===== config.mk =====
export PLATFORM = sky130hd
export DESIGN_NAME = hdmi_frame_fetcher
export DESIGN_NICKNAME = d
export VERILOG_FILES = /design/src/rtl/hdmi_pkg.sv /design/src/rtl/hdmi_burst_split.sv /design/src/rtl/hdmi_frame_fetcher.sv
export SDC_FILE = /design/constraint.sdc
export NUM_CORES = 1
export LEC_CHECK = 0
export CAP_MARGIN = 20
export CORE_ASPECT_RATIO = 0.8
export CORE_MARGIN = 3
export CORE_UTILIZATION = 50
export CTS_CLUSTER_SIZE = 30
export DETAILED_ROUTE_END_ITERATION = 8
export GPL_TIMING_DRIVEN = 0
export PLACE_DENSITY = 0.73
export SLEW_MARGIN = 0
export SYNTH_ARGS = -nofsm -noshare
export SYNTH_HDL_FRONTEND = slang
export SYNTH_SLANG_ARGS = --single-unit

===== constraint.sdc =====
create_clock -name clk -period 9.65 [get_ports clk]
set_input_delay 1.93 -clock clk [delete_from_list [all_inputs] [get_ports clk]]
set_output_delay 1.93 -clock clk [all_outputs]
set_load 0.05 [all_outputs]

===== src/rtl/hdmi_pkg.sv =====
// Shared constants and helpers for the HDMI output path: FSM encoding,
// line geometry and the busy-handshake timeout.
package hdmi_pkg;

    localparam int DEF_X_SIZE   = 1280;
    localparam int DEF_Y_SIZE   = 720;
    localparam int DEF_BPP      = 4;
    localparam int BUSY_TIMEOUT = 16;

    localparam logic [1:0] ST_IDLE    = 2'd0;
    localparam logic [1:0] ST_ISSUE   = 2'd1;
    localparam logic [1:0] ST_WAIT_HI = 2'd2;
    localparam logic [1:0] ST_WAIT_LO = 2'd3;

    function automatic int line_words(input int x_size, input int bpp);
        return x_size * bpp / 4;
    endfunction

    function automatic int line_bytes(input int x_size, input int bpp);
        return line_words(x_size, bpp) * 4;
    endfunction

endpackage


===== src/rtl/hdmi_burst_split.sv =====
// Splits one line into bursts of at most MAX_BURST words; exposes the offset
// and length of the burst that follows the current done/clear decision.
module hdmi_burst_split
    import hdmi_pkg::*;
#(
    parameter int LINE_WORDS = DEF_X_SIZE * DEF_BPP / 4,
    parameter int MAX_BURST  = 256
) (
    input  logic        clk,
    input  logic        rst,
    input  logic        clear,
    input  logic        done,
    output logic        last,
    output logic [31:0] nxt_off,
    output logic [31:0] nxt_num
);

    localparam logic [31:0] LW = 32'(LINE_WORDS);
    localparam logic [31:0] MB = 32'(MAX_BURST);

    logic [31:0] word_off;
    logic [31:0] cur_num;

    function automatic logic [31:0] burst_len(input logic [31:0] off);
        logic [31:0] rem;
        rem = LW - off;
        return (rem < MB) ? rem : MB;
    endfunction

    assign cur_num = burst_len(word_off);
    assign last    = (word_off + cur_num) >= LW;
    assign nxt_num = burst_len(nxt_off);

    always_comb begin
        nxt_off = word_off;
        if (clear)
            nxt_off = '0;
        else if (done)
            nxt_off = word_off + cur_num;
    end

    always_ff @(posedge clk or negedge rst) begin
        if (!rst)
            word_off <= '0;
        else
            word_off <= nxt_off;
    end

endmodule


===== src/rtl/hdmi_frame_fetcher.sv =====
// DRAM read scheduler for HDMI scan-out: turns framestart/prefetch_line pulses
// into chunked kick/read_addr/read_num requests with N-buffer frame rotation.
module hdmi_frame_fetcher
    import hdmi_pkg::*;
#(
    parameter int          X_SIZE       = DEF_X_SIZE,
    parameter int          Y_SIZE       = DEF_Y_SIZE,
    parameter int          BPP          = DEF_BPP,
    parameter int          MAX_BURST    = 256,
    parameter int          NUM_FRAMES   = 2,
    parameter logic [31:0] BASE_ADDR    = 32'h0000_0000,
    parameter logic [31:0] FRAME_STRIDE = 32'h0040_0000
) (
    input  logic        clk,
    input  logic        rst,
    input  logic        framestart,
    input  logic        prefetch_line,
    input  logic        wr_frame_done,
    input  logic [1:0]  wr_frame,
    output logic        kick,
    input  logic        busy,
    output logic [31:0] read_addr,
    output logic [31:0] read_num,
    output logic [1:0]  cur_frame,
    output logic [11:0] line_idx,
    output logic        overrun
);

    localparam int          LINE_WORDS = line_words(X_SIZE, BPP);
    localparam logic [31:0] LINE_BYTES = 32'(line_bytes(X_SIZE, BPP));
    localparam logic [11:0] Y_LIM      = 12'(Y_SIZE);
    localparam logic [3:0]  TMO_LAST   = 4'(BUSY_TIMEOUT - 1);

    logic [1:0]  state;
    logic [3:0]  hi_cnt;
    logic        pending;
    logic        abort_line;
    logic        done_seen;
    logic [1:0]  latest_done;
    logic        wr_ok;
    logic        line_ok;
    logic        burst_done;
    logic        split_clear;
    logic        last_burst;
    logic [31:0] nxt_off;
    logic [31:0] nxt_num;

    function automatic logic [31:0] burst_addr(input logic [1:0] frame,
                                               input logic [11:0] line,
                                               input logic [31:0] off);
        return BASE_ADDR + 32'(frame) * FRAME_STRIDE + 32'(line) * LINE_BYTES + (off << 2);
    endfunction

    assign wr_ok       = wr_frame_done && ({30'd0, wr_frame} < 32'(NUM_FRAMES));
    assign line_ok     = line_idx < Y_LIM;
    assign burst_done  = (state == ST_WAIT_LO) && !busy;
    assign split_clear = burst_done && (framestart || abort_line || last_burst);
    assign kick        = (state == ST_ISSUE);

    hdmi_burst_split #(
        .LINE_WORDS (LINE_WORDS),
        .MAX_BURST  (MAX_BURST)
    ) u_split (
        .clk     (clk),
        .rst     (rst),
        .clear   (split_clear),
        .done    (burst_done),
        .last    (last_burst),
        .nxt_off (nxt_off),
        .nxt_num (nxt_num)
    );

    always_ff @(posedge clk or negedge rst) begin
        if (!rst) begin
            state       <= ST_IDLE;
            hi_cnt      <= '0;
            pending     <= 1'b0;
            abort_line  <= 1'b0;
            done_seen   <= 1'b0;
            latest_done <= '0;
            read_addr   <= '0;
            read_num    <= '0;
            cur_frame   <= '0;
            line_idx    <= '0;
            overrun     <= 1'b0;
        end else begin
            if (wr_ok) begin
                latest_done <= wr_frame;
                done_seen   <= 1'b1;
            end

            // framestart wins over a coincident prefetch and re-arms line 0
            if (framestart) begin
                line_idx  <= '0;
                pending   <= 1'b1;
                done_seen <= 1'b0;
                if (wr_ok)
                    cur_frame <= wr_frame;
                else if (done_seen)
                    cur_frame <= latest_done;
            end else if (prefetch_line && line_ok) begin
                if (pending)
                    overrun <= 1'b1;
                else
                    pending <= 1'b1;
            end

            case (state)
                ST_IDLE: begin
                    if (pending && line_ok && !framestart) begin
                        state     <= ST_ISSUE;
                        read_addr <= burst_addr(cur_frame, line_idx, nxt_off);
                        read_num  <= nxt_num;
                    end
                end
                ST_ISSUE: begin
                    state  <= ST_WAIT_HI;
                    hi_cnt <= '0;
                    if (framestart)
                        abort_line <= 1'b1;
                end
                ST_WAIT_HI: begin
                    if (framestart)
                        abort_line <= 1'b1;
                    // a reader that finishes without ever raising busy still releases us
                    if (busy || hi_cnt == TMO_LAST)
                        state <= ST_WAIT_LO;
                    else
                        hi_cnt <= hi_cnt + 4'd1;
                end
                ST_WAIT_LO: begin
                    if (!busy) begin
                        abort_line <= 1'b0;
                        if (framestart || abort_line) begin
                            state <= ST_IDLE;
                        end else if (last_burst) begin
                            state    <= ST_IDLE;
                            line_idx <= line_idx + 12'd1;
                            pending  <= 1'b0;
                        end else begin
                            state     <= ST_ISSUE;
                            read_addr <= burst_addr(cur_frame, line_idx, nxt_off);
                            read_num  <= nxt_num;
                        end
                    end else if (framestart) begin
                        abort_line <= 1'b1;
                    end
                end
                default: state <= ST_IDLE;
            endcase
        end
    end

endmodule


==> results.md <==
- Syn avg cell area: 8.277 um2
- Via density: roughly 6.3
- Setup-failing EPs final: 0
- H-tree depth: 4
- First-pass GRT wire length: 53450 um
- Slew HR: 0.2388
- TritonCTS clock tree: built
- Area growth syn-to-layout: 30.42%
- Post-synthesis sequential area ratio: 0.2933
- Number of synthesized flops with an enable pin: 0
- Fin nets: about 1500
- Total iterations of the first detailed-routing run: 6
- Post-layout min period: between 9 and 10 ns
- Cts bufs inserted: 17
- Number of global-route vias before repair: approximately 10000
- Pwr/cell area: roughly 120 mW/mm2
- Startpoint Class: flop
- Placer Congestion: roughly 1
- Slew Viols, Final: 0
- Filler Cells Inserted: about 1600
- CP max stage delay: roughly 0.44 ns
- Iteration-0 DRC Markers: about 1300
- Async S/R FF share, synth: 1.000
- Drt wl/cell: between 20 and 25 um
- I/O pin count: 88
- Critical path class: flop to flop
- Crit. End Element: flop
- Worst r2r path cells: 46
- CP most frequent cell: a21oi_2
- Least-Margin Pin Slew: 1.136 ns
- Final wirelength: 34740 um
- DRC: 0
- Leak: a little over 6 nW
- Hold Path Cell Cnt: 2
- ANT cells: 0
- Antenna violations before repair: 0
- Setup Skew: about 0.011 ns
- Hold Path Class: flop to flop
- Global route overflow: 0
- Die width: 166.0 um
- Clock latency on the worst-skew pair: between 0.4 and 0.5 ns
- Cell count after synthesis: between 1000 and 1500
- Final cycle utilization of the critical path: 0.9898
- Synth Flop Type: dfrtp_1
- RSZ-0062 raised after global routing: true
- Fmax: between 100 and 150 MHz
- Yosys reg bits: 120
- Worst-path clk slew: around 0.060 ns
- Via Count: between 10000 and 15000
- Clock tree root buffer cell: clkbuf_16
- WP data required: about 9.9 ns
- Synth cell types: 100
- Post-DP HPWL: between 20000 and 25000 um
- Cell row count: 46
- Die Ht: about 130 um
- Worst-path fanout max: 7
- Fin Setup TNS: 0 ns
- Core box area: about 0.02 mm2
- Sink Count: 120
- Worst-path cell with the longest stage delay: or3b_4
- Peak VDD IR: about 0.13 mV
- ANT nets after route: 0
- # Max-Cap Violations: 0
- Layout cells sized above 1: 0.1833
- Post-layout total power: ~1.6 mW
- CTS Hold Bufs: 0
- Pin count of the biggest net entering global routing: between 70 and 80
- Ys Warns: 0
- Status: finished, final reports clean
- Die area: between 0.02 and 0.025 mm2
- Final hold vios: 0
- Fin Hold WS: between 0.4 and 0.5 ns
- Reg-to-reg slack, setup: 0.1 ns
- Gr usage total: 0.2939
- WP data arrival: 9.84 ns
- Synthesized area: just over 0.01 mm2
- Count of input and output buffers: 85
- Max clock buf depth: 2
- Starting Density: 0.5127
## worst max-delay path: cells and delay by family, from the launching register on
kind | cells | cell delay, ns
muxes | 1 | 0.28
AOI/OAI and AO/OA | 23 | 4.16
buffers and inverters | 7 | 1.22
adders and majority gates | 3 | 0.59
and+or+nand+nor | 11 | 2.53
DFF | 1 | 0.38
xor gates and xnor gates | 1 | 0.22
## worst paths after layout
path / startpoint / to
max: u_split.word_off[4] / read_addr[30]
min in group asynchronous: rst / read_num[21]
min reg2reg: read_addr[4] / read_addr[4]
max in group asynchronous: rst / u_split.word_off[21]
min: read_addr[4] / read_addr[4]
max reg2reg: u_split.word_off[4] / read_addr[30]
## cells in the mapped netlist, types with 25 or more instances
| library cell | n | area (um2) |
|---|---|---|
| clkbuf_1 | 48 | 180.2 |
| nand2_1 | 144 | 540.5 |
| nor3_1 | 35 | 175.2 |
| o21ai_0 | 79 | 395.4 |
| nor2_1 | 81 | 304.0 |
| ha_1 | 77 | 963.4 |
| inv_1 | 68 | 255.2 |
| and2_1 | 39 | 244.0 |
| nand4_1 | 25 | 156.4 |
| xnor2_1 | 48 | 420.4 |
| nand3_1 | 37 | 185.2 |
| a21oi_1 | 66 | 330.3 |
| dfrtp_1 | 120 | 3003 |
## sequential cells by signal, summed over array words and instances (netlist names)
name and cells:
abort_line 1, cur_frame 2, done_seen 1, hi_cnt 4
latest_done 2, line_idx 12, overrun 1, pending 1
read_addr 30, read_num 32, state 2, u_split.word_off 32
## where the power goes
| part | internal [mW] | total (mW) | switching (mW) | leakage, nW |
|---|---|---|---|---|
| Combinational | 0.122 | 0.424 | 0.302 | 4.13 |
| Clock | 0.366 | 0.639 | 0.273 | 0.278 |
| Sequential | 0.532 | 0.556 | 0.0240 | 1.64 |
## cell families after synthesis
| family | synth area share |
|---|---|
| flip-flops | 0.2933 |
| buffers and inverters | 0.05743 |
| AO/OA/AOI/OAI | 0.2230 |
| other | 0.0003663 |
| multiplexers | 0.02407 |
| XOR/XNOR | 0.05560 |
| adder cells (fa/ha/maj) | 0.1019 |
| AND/OR/NAND/NOR | 0.2443 |
## cell type report
class,count,area [um2],share of cell area
buffer,69,362.8,0.02717
clock buffer,17,425.4,0.03186
clock inverter,15,156.4,0.01171
inverter,69,266.5,0.01996
multi-input combinational,996,7227,0.5412
sequential,120,3005,0.2251
tap,264,330.3,0.02474
timing repair buffer,176,1579,0.1183
## placed cells by master, fill, tap and decap left out, types with 9 or more instances in the layout
cell	Yosys	routed
nor3_1	35	30
xor2_1	17	17
o21ai_2	1	11
o21ai_0	79	63
nor4_1	13	10
nor2_1	81	79
a21oi_1	66	53
dfrtp_1	120	118
nand3_1	37	37
mux2_2	9	9
nand2_1	144	144
or3_1	10	10
and2_1	39	39
o21bai_1	12	12
nand4_1	25	25
buf_4	3	85
o211ai_1	11	11
nor2b_1	12	11
ha_1	77	71
buf_6	5	16
clkbuf_1	48	46
clkbuf_16	0	17
mux2i_1	13	11
xnor2_1	48	46
conb_1	1	20
and3_1	9	9
nand2b_1	12	12
clkdlybuf4s50_1	0	84
a31oi_1	17	15
inv_1	68	64
a21oi_2	1	14
a21o_1	22	22
o31ai_1	18	17
## stage by stage
step,util,setup slack (ns),instances,cell area (um2)
2_1_floorplan,-,0.3847,1256,10310
3_3_place_gp,0.5754,-2.176,1605,11490
3_5_place_dp,0.5774,-2.235,1607,11530
4_1_cts,0.6345,-0.01570,1691,12670
5_1_grt,0.6686,-0.2459,1726,13350
6_report,0.6686,0.09837,1726,13350
## per-layer routing
| metal | routed length (um) | vias up | track usage | share of wire |
|---|---|---|---|---|
| met4 | 929 | 0 | 0.06975 | 0.027 |
| met1 | 15250 | 5175 | 0.4239 | 0.44 |
| met3 | 3478 | 100 | 0.07130 | 0.10 |
| met5 | 0 | - | 0 | 0 |
| li1 | - | 4915 | - | - |
| met2 | 15080 | 607 | 0.4488 | 0.43 |
## repair_timing
action	in CTS	in global routing
setup endpoints to repair	25	21
buffers inserted	52	37
cloned	0	1
pin swaps	27	53
resized for setup	43	95
Power figures use the tool's default switching activity.
